## src/rtl/uptimer_pkg.sv

```systemverilog
// Shared types and defaults for the up-counting interval timer.
package uptimer_pkg;

   // Default width of count, limit and capture values.
   localparam int unsigned UPTIMER_WIDTH = 32;

   // Controller state encoding; kept as plain constants so the encoding
   // stays visible and matches the legacy down-counter.
   typedef logic [1:0] state_t;

   localparam state_t IDLE = 2'b00;
   localparam state_t RUN  = 2'b01;
   localparam state_t HOLD = 2'b10;

endpackage

```

## src/rtl/upcounter.sv

```systemverilog
// Count register: synchronous clear beats increment, async active-high reset.
module upcounter #(
   parameter int unsigned WIDTH = 32
) (
   input  logic             CLK,
   input  logic             RST,
   input  logic             CLR,
   input  logic             EN,
   output logic [WIDTH-1:0] Q
);

   // Clear to zero, or advance by one (wrapping modulo 2^WIDTH).
   always_ff @(posedge CLK or posedge RST) begin
      if (RST) begin
         Q <= '0;
      end else if (CLR) begin
         Q <= '0;
      end else if (EN) begin
         Q <= Q + 1'b1;
      end
   end

endmodule

```

## src/rtl/uptimer.sv

```systemverilog
// Programmable up-counting interval timer with one-shot / periodic modes.
// Counts 0..LIMIT, then emits a one-cycle TC pulse and sets a sticky DONE.
// Optional macro UPTIMER_CAPTURE_EN adds CAP input and CAPQ snapshot output.
module uptimer
   import uptimer_pkg::*;
#(
   parameter int unsigned WIDTH = UPTIMER_WIDTH
) (
   input  logic             CLK,
   input  logic             RST,
   input  logic             LD,
   input  logic [WIDTH-1:0] D,
   input  logic             START,
   input  logic             STOP,
   input  logic             AUTO,
   input  logic             CLR,
   output logic [WIDTH-1:0] Q,
   output logic             TC,
   output logic             DONE,
   output logic             BUSY
`ifdef UPTIMER_CAPTURE_EN
   ,
   input  logic             CAP,
   output logic [WIDTH-1:0] CAPQ
`endif
);

   state_t           state;
   state_t           state_nxt;
   logic [WIDTH-1:0] limit;
   logic             terminal;
   logic             cnt_clr;
   logic             cnt_en;
   logic             tc_nxt;

   // Greater-or-equal so a LIMIT lowered below Q terminates without wrapping.
   assign terminal = (Q >= limit);

   upcounter #(
      .WIDTH (WIDTH)
   ) u_cnt (
      .CLK (CLK),
      .RST (RST),
      .CLR (cnt_clr),
      .EN  (cnt_en),
      .Q   (Q)
   );

   // Next-state and counter control, RUN priority: STOP, START, terminal, count.
   always_comb begin
      state_nxt = state;
      cnt_clr   = 1'b0;
      cnt_en    = 1'b0;
      tc_nxt    = 1'b0;
      case (state)
         IDLE: begin
            if (START) begin
               state_nxt = RUN;
               cnt_clr   = 1'b1;
            end
         end
         RUN: begin
            if (STOP) begin
               state_nxt = HOLD;
            end else if (START) begin
               cnt_clr = 1'b1;
            end else if (terminal) begin
               tc_nxt = 1'b1;
               if (AUTO) begin
                  cnt_clr = 1'b1;
               end else begin
                  state_nxt = IDLE;
               end
            end else begin
               cnt_en = 1'b1;
            end
         end
         HOLD: begin
            if (!STOP && START) begin
               state_nxt = RUN;
            end
         end
         default: begin
            state_nxt = IDLE;
         end
      endcase
   end

   // State, BUSY and TC registers; BUSY tracks the registered state.
   always_ff @(posedge CLK or posedge RST) begin
      if (RST) begin
         state <= IDLE;
         BUSY  <= 1'b0;
         TC    <= 1'b0;
      end else begin
         state <= state_nxt;
         BUSY  <= (state_nxt == RUN);
         TC    <= tc_nxt;
      end
   end

   // LIMIT register, loadable in any state.
   always_ff @(posedge CLK or posedge RST) begin
      if (RST) begin
         limit <= '0;
      end else if (LD) begin
         limit <= D;
      end
   end

   // Sticky DONE: a terminal event on the same edge overrides CLR.
   always_ff @(posedge CLK or posedge RST) begin
      if (RST) begin
         DONE <= 1'b0;
      end else if (tc_nxt) begin
         DONE <= 1'b1;
      end else if (CLR) begin
         DONE <= 1'b0;
      end
   end

`ifdef UPTIMER_CAPTURE_EN
   // Snapshot the pre-update count while RUN or HOLD.
   always_ff @(posedge CLK or posedge RST) begin
      if (RST) begin
         CAPQ <= '0;
      end else if (CAP && (state == RUN || state == HOLD)) begin
         CAPQ <= Q;
      end
   end
`endif

endmodule
```

## config.mk

```make
export PLATFORM = sky130hd
export DESIGN_NAME = uptimer
export DESIGN_NICKNAME = d
export VERILOG_FILES = /design/src/rtl/uptimer_pkg.sv /design/src/rtl/upcounter.sv /design/src/rtl/uptimer.sv
export SDC_FILE = /design/constraint.sdc
export NUM_CORES = 1
export LEC_CHECK = 0
export BUFFER_PORTS_ARGS = -buffer_cell sky130_fd_sc_hd__buf_4
export CORE_ASPECT_RATIO = 0.6
export CORE_MARGIN = 10
export CORE_UTILIZATION = 45
export CTS_CLUSTER_SIZE = 16
export DETAILED_ROUTE_END_ITERATION = 10
export GPL_TIMING_DRIVEN = 0
export PLACE_DENSITY = 0.68
export RECOVER_POWER = 100
export SLEW_MARGIN = 15
export SYNTH_ARGS = -nofsm -noshare
export SYNTH_HDL_FRONTEND = slang
export SYNTH_SLANG_ARGS = --single-unit
```

## constraint.sdc

```tcl
create_clock -name CLK -period 3.5 [get_ports CLK]
set_input_delay 0.35 -clock CLK [delete_from_list [all_inputs] [get_ports CLK]]
set_output_delay 0.35 -clock CLK [all_outputs]
set_load 0.005 [all_outputs]
```

==> results.md, run 1 <==
- Clock Sinks: 69
- Largest cells by area after synthesis: dfrtp_1 44%, ha_1 11%, xnor2_1 6.7%, o21ai_0 5.3%, nand2_1 5.0%
- Avg Cell Area, Syn: 8.90 sq um
- Drt pass-1 iters: 6
- CTS tree: done
- Post-DRT Antenna Nets: 0
- I/O Buffers: 72
- Clock latency on the worst-skew pair: 0.34 ns
- Share of cells above drive strength 1: 0.157
- Die area: 0.0129 sq mm
- Largest area contributor in the netlist: dfrtp_1
- Cell leakage power: 2.27 nW
- TNS Setup: 0 ns
- Post-synth top cells: 69 x dfrtp_1, 52 x nand2_1, 44 x nor2_1
- PD cells: 421 mW/mm^2
- CTS H-tree lvls: 3
- Worst Tran Pin Value: 1.28 ns
- CTS Root Cell: clkbuf_16
- Mapped Cells: approximately 440
- Final Max Slew Viols: 0
- Synth Cell Area: 0.00390 sq mm
- DRC violations left: 0
- Max-cap violations: 0
- Total number of yosys warnings: 0
- Hpwl dp: 8280 um
- Die Height: about 92 um
- Number of I/O pins: 74
- GRT overflow: 0
- Hold Path Class: in2reg
- Row Count: 26
- Initial Util: 0.461
- Setup WS post-layout: 0.265 ns
- Crit. End Element: register
- Die Span X: between 100 and 150 um
- Placer Congestion: roughly 0.90
- Antenna Cells: 0
- Final setup viols: 0
- Final #Nets: a little under 600
- Initial antenna violation count: 0
- Crit-path max FO: 10
- Largest net degree at the start of global routing: 51
- Clock skew: 0.00635 ns
- Worst slack, placed: 0.171 ns
- Detailed Route WL: 10,700 um
- First-pass GRT wire length: 18,000 um
- Vias in the first global route: 3,466
- Worst-path clk slew: 0.05 ns
- Seq cells post-synth: 69
- Via density: 5.31
- Critical path data required time: 3.72 ns
- Synth unique cells: 40
- Gr usage total: 0.170
- Final hold violations: 0
- RSZ-0062 raised after global routing: no
- Routed WL per cell: approximately 17 um
- Period Utilization, post-route: 0.924
- Final Util: 0.569
- Max-slew headroom: 0.149
- CP Launch Type: register
- Vias: 3,401
- CTS Buf Count: 9
- Most frequent cell after synthesis: dfrtp_1
- Max IR drop VDD: roughly 220 uV
- Post-layout min period: 3.23 ns
- Max Clk Rate: between 0.3 and 0.4 GHz
- Critical path type: reg2reg
- Area grow syn2layout: 23.5%
- Main synth FF type: dfrtp_1
- Mapped Nets: 510
- CTS max path bufs: 2
- Outcome: complete, no violations
- Overall Power: 2.03 mW
- Core area: 0.00846 sq mm
- Post-CTS setup buffer count: 0
- Initial DRC count: 244
- Share of the synthesized area in the top cell type: 0.443
- Fraction of registers with async set or reset after synthesis: 1.00
- Post-synth EDFFs: 0
- Worst path arrival time: 3.45 ns
- Seq/Total Area, Yosys: 0.443
[metal layers]
layer	wire, um	up-vias	GRT usage
li1	-	1670	-
met1	5390	1612	0.240
met2	4420	107	0.241
met3	824	12	0.0608
met4	94	0	0.0428
met5	0	-	0
[stage by stage]
step                hold WS (ns)  cells  cell area (sq um)
global placement           0.495    622               4580
CTS                        0.207    640               4890
finish                     0.210    640               4810
global route               0.213    640               4810
detailed placement         0.325    623               4610
floorplan                  0.459    438               3900
[final timing paths]
kind,cells past startpoint,from,slack (ns),end
max,9,u_cnt.Q[15]$_DFFE_PP0P_,0.27,u_cnt.Q[9]$_DFFE_PP0P_
min,2,CLR,0.21,DONE$_DFFE_PP0P_
max reg2reg,9,u_cnt.Q[15]$_DFFE_PP0P_,0.27,u_cnt.Q[9]$_DFFE_PP0P_
min reg2reg,2,limit[24]$_DFFE_PP0P_,0.53,limit[24]$_DFFE_PP0P_
max in group asynchronous,4,RST,1.08,u_cnt.Q[20]$_DFFE_PP0P_
min in group asynchronous,3,RST,0.71,DONE$_DFFE_PP0P_
[final cells by class]
type                       instances  area (sq um)
fill                             798          3640
multi-input combinational        310          1940
sequential                        69          1730
timing repair buffer              74           499
clock buffer                      15           268
inverter                          40           151
tap                              112           140
buffer                            19          81.3
clock inverter                     1          5.00
[state kept, by name, summed over array words and instances, names as in the netlist]
signal and count:
BUSY 1, DONE 1, TC 1, limit 32, state 2, u_cnt.Q 32
[cell families (layout without fill, tap and decap cells)]
family                     count (synthesis)  after routing  share of synthesized area
DFF                                       69             69                      0.443
xor gates and xnor gates                  31             31                     0.0697
AOI/OAI and AO/OA                         64             64                     0.0889
muxes                                      2              2                    0.00546
adders and majority gates                 33             33                      0.106
and+or+nand+nor                          180            180                      0.228
buffers and inverters                     59            149                     0.0587
[critical path: stages, from the launching register on]
cell,delay (ns)
dfrtp_1,0.49
ha_1,0.35
nand4_1,0.22
nor4_1,0.35
a32oi_1,0.20
a21oi_1,0.45
nor2_1,0.19
o21ai_1,0.43
clkbuf_2,0.33
nor2_1,0.09
[cell usage in the layout (no fill, tap or decap), types with 3 or more instances in the layout]
master     count
a21oi_1       13
and2_1         3
buf_4         37
clkbuf_1      32
clkbuf_16      9
clkbuf_2       4
clkbuf_4      21
dfrtp_1       69
ha_1          33
inv_1         39
nand2_1       52
nand3_1       14
nand4_1       20
nor2_1        44
nor3_1        21
nor4_1         9
nor4b_1        3
o21ai_0       41
xnor2_1       30
[where the power goes]
group	leakage, nW	switching (mW)	total [mW]	internal (mW)
logic	1.24	0.171	0.288	0.117
registers	0.899	0.0373	0.889	0.852
clock network	0.134	0.331	0.848	0.518
[timing repair]
action	4_1_cts	5_1_grt
endpoints found under the setup margin	0	20
resized for setup	0	4
hold endpoints to repair	19	0
hold buffers	1	0
(Power assumes the default switching activity.)
==> inputs of run 2 (changes only) <==
--- a/config.mk
+++ b/config.mk
@@ -12,7 +12,7 @@
 export CTS_CLUSTER_SIZE = 16
 export DETAILED_ROUTE_END_ITERATION = 10
 export GPL_TIMING_DRIVEN = 0
-export PLACE_DENSITY = 0.68
+export PLACE_DENSITY = 0.71
 export RECOVER_POWER = 100
 export SLEW_MARGIN = 15
 export SYNTH_ARGS = -nofsm -noshare
==> constraint.sdc (replaced) <==
create_clock -name CLK -period 2.8 [get_ports CLK]
set_input_delay 0.28 -clock CLK [delete_from_list [all_inputs] [get_ports CLK]]
set_output_delay 0.28 -clock CLK [all_outputs]
set_load 0.005 [all_outputs]
==> results.md, run 2 (synthesized netlist as in run 1, its figures left out) <==
- Commonest cells after routing, fill and taps aside: 69 x dfrtp_1, 52 x nand2_1, 43 x nor2_1
- CP delay by family, top: compound AO/OA/AOI/OAI gates
- Slowest CP cell: a2111o_1
- Area of the multi-input gates: 0.00203 sq mm (+4.4%)
- Final Max Slew Viols: 0 (unchanged)
- Max Clk Rate: 0.370 GHz (+20%)
- Max-slew headroom: 0.0319 (-0.117)
- Die area: 0.0129 sq mm (unchanged)
- CP Launch Type: register
- Reg power frac: 0.417 (-0.022)
- Dpl cell area: 0.00461 sq mm (unchanged)
- Clock skew: 0.00493 ns (-0.00142 ns)
- TNS Setup: 0 ns (unchanged)
- CTS max path bufs: 2 (unchanged)
- Placer Congestion: 0.844 (-6.1%)
- Gr usage total: 0.167 (-0.00326)
- Most used routing layer: met2
- Overall Power: 2.67 mW (+32%)
- Via density: 5.39 (+1.4%)
- Power Internal: 1.98 mW (+33%)
- Outcome: complete, no violations
- First-pass GRT wire length: 17,500 um (-2.7%)
- GR Util met2: 0.247 (+0.00621)
- Comb power frac: 0.141 (about the same)
- Final Util: 0.589 (+0.0198)
- Largest net degree at the start of global routing: 59 (+16%)
- Worst Tran Pin Value: 1.45 ns (+0.176 ns)
- Core area: 0.00846 sq mm (unchanged)
- CTS H-tree lvls: 3 (unchanged)
- Largest regs: limit (32), u_cnt.Q (32), state (2)
- Hpwl dp: 7900 um (-4.5%)
- I/O Buffers: 72 (unchanged)
- Number of I/O pins: 74 (unchanged)
- PD cells: 536 mW/mm^2 (+27%)
- Worst path arrival time: 2.93 ns (-0.52 ns)
- Max-cap violations: 0 (unchanged)
- Reg area: 0.00173 sq mm (unchanged)
- Crit-path max FO: 10 (unchanged)
- Delay of the slowest critical-path stage: 0.45 ns (-0.04 ns)
- Final hold violations: 0 (unchanged)
- Grt met1 use: 0.225 (-0.0147)
- Post-layout min period: 2.70 ns (-0.534 ns)
- Worst hold slack: 0.129 ns (-0.0812 ns)
- GRT overflow: 0 (unchanged)
- Post-CTS setup buffer count: 0 (unchanged)
- Fin area: 0.00498 sq mm (+3.5%)
- Vias: 3,450 (+1.4%)
- Clock power share: 0.442 (+0.023)
- Initial antenna violation count: 0 (unchanged)
- Max IR drop VDD: 388 uV (+79%)
- DRC violations left: 0 (unchanged)
- Crit path buf inv count: 2 (+1)
- Final #Nets: 595 (unchanged)
- Antenna Cells: 0 (unchanged)
- FILL cells: 766 (-4.0%)
- Cell leakage power: 2.35 nW (+3.4%)
- Critical path type: reg2reg
- Worst-path cell chain: inv_1 -> ha_1 -> nand2b_1 -> a2111o_1 -> a32oi_4 -> a21oi_4 -> buf_2 -> nor4_2 -> xnor2_1 -> nor2_1
- Hold Path Class: in2reg
- Worst-path clk slew: 0.05 ns (about the same)
- Sw Pwr: 0.692 mW (+28%)
- Switch share: 0.259 (-0.00687)
- CTS tree: done
- Critical path data required time: 3.03 ns (-0.69 ns)
- CTS Root Cell: clkbuf_16
- Clock Sinks: 69 (unchanged)
- Initial DRC count: 263 (+7.8%)
- Post-DRT Antenna Nets: 0 (unchanged)
- Row Count: 26 (unchanged)
- Clock latency on the worst-skew pair: 0.34 ns (about the same)
- Routed WL per cell: 16.4 um (-2.1%)
- Share of cells above drive strength 1: 0.208 (+0.0511)
- Crit. End Element: register
- Drt pass-1 iters: 5 (-1)
- Initial Util: 0.461 (unchanged)
- Most common cell after layout, fill and taps aside: dfrtp_1
- Die Span X: 140 um (unchanged)
- Area grow syn2layout: 27.8%
- Die Height: 92.1 um (unchanged)
- Vias in the first global route: 3,460 (-0.17%)
- CTS Buf Count: 9 (unchanged)
- Period Utilization, post-route: 0.964 (+0.0403)
- Met3 Track Usage GR: 0.0644 (+0.00360)
- Final setup viols: 0 (unchanged)
- Detailed Route WL: 10,500 um (-2.1%)
-- run 2: stage by stage --
step / setup slack (ns) / cells
4_1_cts: -0.0375 / 640
3_5_place_dp: -0.509 / 623
6_report: 0.0995 / 640
2_1_floorplan: 0.386 / 438
3_3_place_gp: -0.481 / 622
5_1_grt: -0.0254 / 640
-- run 2: power by group through the flow --
| stage | clock (mW) | sequential [mW] | combinational, mW |
|---|---|---|---|
| after CTS | 1.19 | 1.11 | 0.381 |
| after detailed placement | 0 | 1.13 | 0.364 |
| after floorplan | 0 | 1.12 | 0.215 |
| after global routing | 1.25 | 1.12 | 0.431 |
| after global placement | 0 | 1.12 | 0.338 |
| final | 1.18 | 1.11 | 0.377 |
-- run 2: cell type report --
type,count,area share
Buffer,19,0.0183
Clock buffer,12,0.0535
Clock inverter,4,0.00904
Inverter,40,0.0304
Multi-Input combinational cell,310,0.407
Sequential cell,69,0.347
Tap cell,112,0.0281
Timing Repair Buffer,74,0.107
-- run 2: path summary, 6_finish.rpt --
check                           depth (start not counted)              startpoint                endpoint  slack (ns)
worst min-delay path                                    2                     CLR        DONE$_DFFE_PP0P_        0.13
max in group asynchronous                               4                     RST  u_cnt.Q[5]$_DFFE_PP0P_        0.52
worst max-delay path                                   10  u_cnt.Q[0]$_DFFE_PP0P_  u_cnt.Q[6]$_DFFE_PP0P_         0.1
worst max register to register                         10  u_cnt.Q[0]$_DFFE_PP0P_  u_cnt.Q[6]$_DFFE_PP0P_         0.1
worst min register to register                          1    limit[0]$_DFFE_PP0P_    limit[0]$_DFFE_PP0P_        0.52
min in group asynchronous                               3                     RST    limit[8]$_DFFE_PP0P_        0.52
-- run 2: timing repair --
item	in CTS	in global routing
pin swaps	2	2
hold buffers	1	0
endpoints found under the hold margin	11	0
gates resized for setup	10	16
endpoints found under the setup margin	32	32
-- run 2: metal layers --
layer / vias to the layer above / share of wire
met4: 0 / 0.0091
li1: 1663 / -
met2: 90 / 0.43
met3: 13 / 0.065
met1: 1684 / 0.50
met5: - / 0
==> inputs of run 3 (changes only) <==
--- a/config.mk
+++ b/config.mk
@@ -6,12 +6,12 @@
 export NUM_CORES = 1
 export LEC_CHECK = 0
 export BUFFER_PORTS_ARGS = -buffer_cell sky130_fd_sc_hd__buf_4
+export CAP_MARGIN = 10
 export CORE_ASPECT_RATIO = 0.6
 export CORE_MARGIN = 10
 export CORE_UTILIZATION = 45
 export CTS_CLUSTER_SIZE = 16
 export DETAILED_ROUTE_END_ITERATION = 10
-export GPL_TIMING_DRIVEN = 0
 export PLACE_DENSITY = 0.71
 export RECOVER_POWER = 100
 export SLEW_MARGIN = 15
==> results.md, run 3 (synthesized netlist as in run 1, its figures left out) <==
- Hold Path Sink: limit[12]$_DFFE_PP0P_
- Vias in the first global route: 3,495 (+1.0%)
- Reg2reg start: u_cnt.Q[30]$_DFFE_PP0P_
- Final Max Slew Viols: 64 (+64)
- Largest regs: limit (32), u_cnt.Q (32), state (2)
- Largest net degree at the start of global routing: 64 (+8.5%)
- Max-slew headroom: -0.498 (-0.530)
- Max Clk Rate: 0.391 GHz (+5.5%)
- I/O Buffers: 73 (+1.4%)
- Routed WL per cell: 15.8 um (-3.6%)
- Crit-path max FO: 32 (+22)
- Outcome: finished, violations left
- WHS Path Cells: 3 (+1)
- PD cells: 517 mW/mm^2 (-3.5%)
- Area grow syn2layout: 27.9% (about the same)
- Max IR drop VDD: 321 uV (-17%)
- Critical path data required time: 3.02 ns (about the same)
- First-pass GRT wire length: 17,400 um (-0.67%)
- Clock latency on the worst-skew pair: 0.34 ns (about the same)
- Cell leakage power: 2.38 nW (+1.6%)
- Period Utilization, post-route: 0.914 (-0.0505)
- CTS Buf Count: 9 (unchanged)
- RR Endpoint: u_cnt.Q[4]$_DFFE_PP0P_
- Final setup viols: 0 (unchanged)
- Failing checks: max-capacitance violations, max-slew violations
- Vias: 3,431 (-0.55%)
- Number of I/O pins: 74 (unchanged)
- Initial antenna violation count: 0 (unchanged)
- Gr usage total: 0.164 (-0.00281)
- Fin area: 0.00498 sq mm (about the same)
- Initial Util: 0.461 (unchanged)
- Final #Nets: 608 (+2.2%)
- CTS tree: done
- DRC violations left: 0 (unchanged)
- CTS H-tree lvls: 3 (unchanged)
- Worst path arrival time: 2.77 ns (-0.16 ns)
- Hpwl dp: 7730 um (-2.2%)
- GRT overflow: 0 (unchanged)
- Placer Congestion: 0.811 (-3.8%)
- Via density: 5.27 (-2.2%)
- Hold Path Class: in2reg
- Commonest cells after routing, fill and taps aside: 69 x dfrtp_1, 65 x buf_4, 52 x nand2_1
- Clock skew: 0.00515 ns (+0.000215 ns)
- Post-CTS setup buffer count: 0 (unchanged)
- Worst-path clk slew: 0.05 ns (about the same)
- Initial DRC count: 258 (-1.9%)
- CTS Root Cell: clkbuf_16
- Die Span X: 140 um (unchanged)
- Row Count: 26 (unchanged)
- Post-DRT Antenna Nets: 0 (unchanged)
- Antenna Cells: 0 (unchanged)
- Detailed Route WL: 10,300 um (-1.9%)
- Final hold violations: 0 (unchanged)
- CTS max path bufs: 2 (unchanged)
- Max-cap violations: 1 (+1)
- Critical path type: reg2reg
- Drt pass-1 iters: 5 (unchanged)
- Die Height: 92.1 um (unchanged)
- Share of cells above drive strength 1: 0.193 (-0.0154)
- Worst hold slack: 0.150 ns (+0.0212 ns)
- Worst Tran Pin Value: 2.25 ns (+0.795 ns)
- CP Launch Type: register
- Hold path start: D[12]
- Core area: 0.00846 sq mm (unchanged)
- Die area: 0.0129 sq mm (unchanged)
- Reg2Reg Depth: 9 (-1)
- Post-layout min period: 2.56 ns (-0.141 ns)
- Most common cell after layout, fill and taps aside: dfrtp_1
- Crit. End Element: register
- CTS Hold Bufs: 0 (-1)
- Clock Sinks: 69 (unchanged)
- R2R Setup Slk: 0.24 ns (+0.14 ns)
- Dpl cell area: 0.00480 sq mm (+4.2%)
- Post_cts resized: 0 (-10)
- RSZ-0062 raised after global routing: no
- TNS Setup: 0 ns (unchanged)
[run 3: cell types whose count changed in the layout (fill, tap and decap cells not counted), sizes merged]
cell / delta
bufinv: -1
clkbuf: -10
clkinvlp: -1
inv: +1
buf: +25
dlygate4sd3: -1
clkinv: -2
[run 3: cell type report]
| cell class | count | area, sq um |
|---|---|---|
| timing repair buffer | 106 | 717 |
| sequential | 69 | 1730 |
| multi-input combinational | 310 | 1960 |
| inverter | 40 | 150 |
| tap | 112 | 140 |
| clock buffer | 13 | 280 |
| fill | 758 | 3470 |
| clock inverter | 1 | 5.00 |
[run 3: how the worst max path moves through the flow]
stage | from | endpoint | slack (ns) | cells past startpoint
after floorplan | u_cnt.Q[0]$_DFFE_PP0P_ | u_cnt.Q[1]$_DFFE_PP0P_ | 0.39 | 10
after global placement | u_cnt.Q[9]$_DFFE_PP0P_ | u_cnt.Q[15]$_DFFE_PP0P_ | 0.13 | 10
after detailed placement | u_cnt.Q[11]$_DFFE_PP0P_ | u_cnt.Q[1]$_DFFE_PP0P_ | 0.07 | 10
after CTS | u_cnt.Q[11]$_DFFE_PP0P_ | u_cnt.Q[1]$_DFFE_PP0P_ | 0.05 | 10
after global routing | u_cnt.Q[30]$_DFFE_PP0P_ | u_cnt.Q[17]$_DFFE_PP0P_ | 0.02 | 9
final | u_cnt.Q[30]$_DFFE_PP0P_ | u_cnt.Q[4]$_DFFE_PP0P_ | 0.24 | 9
[run 3: where the power goes]
part	internal [mW]	switching, mW
Clock	0.684	0.404
Combinational	0.161	0.227
Sequential	1.07	0.0349
Total	1.91	0.666
[run 3: through the flow]
stage / cells / utilization / power [mW] / worst slack (ns)
detailed placement: 637 / 0.568 / 1.52 / 0.0651
global route: 651 / 0.589 / 2.70 / 0.0236
CTS: 651 / 0.602 / 2.61 / 0.0521
global placement: 637 / 0.568 / 1.49 / 0.132
floorplan: 438 / - / 1.33 / 0.386
finish: 651 / 0.589 / 2.58 / 0.241
[run 3: worst max-delay path, cell delays in order, from the launching register on]
cell     delay, ns
dfrtp_1       0.43
ha_1          0.34
nand4_1       0.20
nor4_1        0.41
o21ai_0       0.22
a21oi_2       0.21
nor2_1        0.11
o21ai_2       0.21
buf_12        0.22
nor2_1        0.08
[run 3: metal layers]
metal	up-vias	wire [um]	part of all wire	global-route usage
met4	0	114	0.011	0.0497
met1	1599	5040	0.49	0.223
met5	-	0	0	0
met2	123	4370	0.42	0.237
li1	1698	-	-	-
met3	11	776	0.075	0.0608
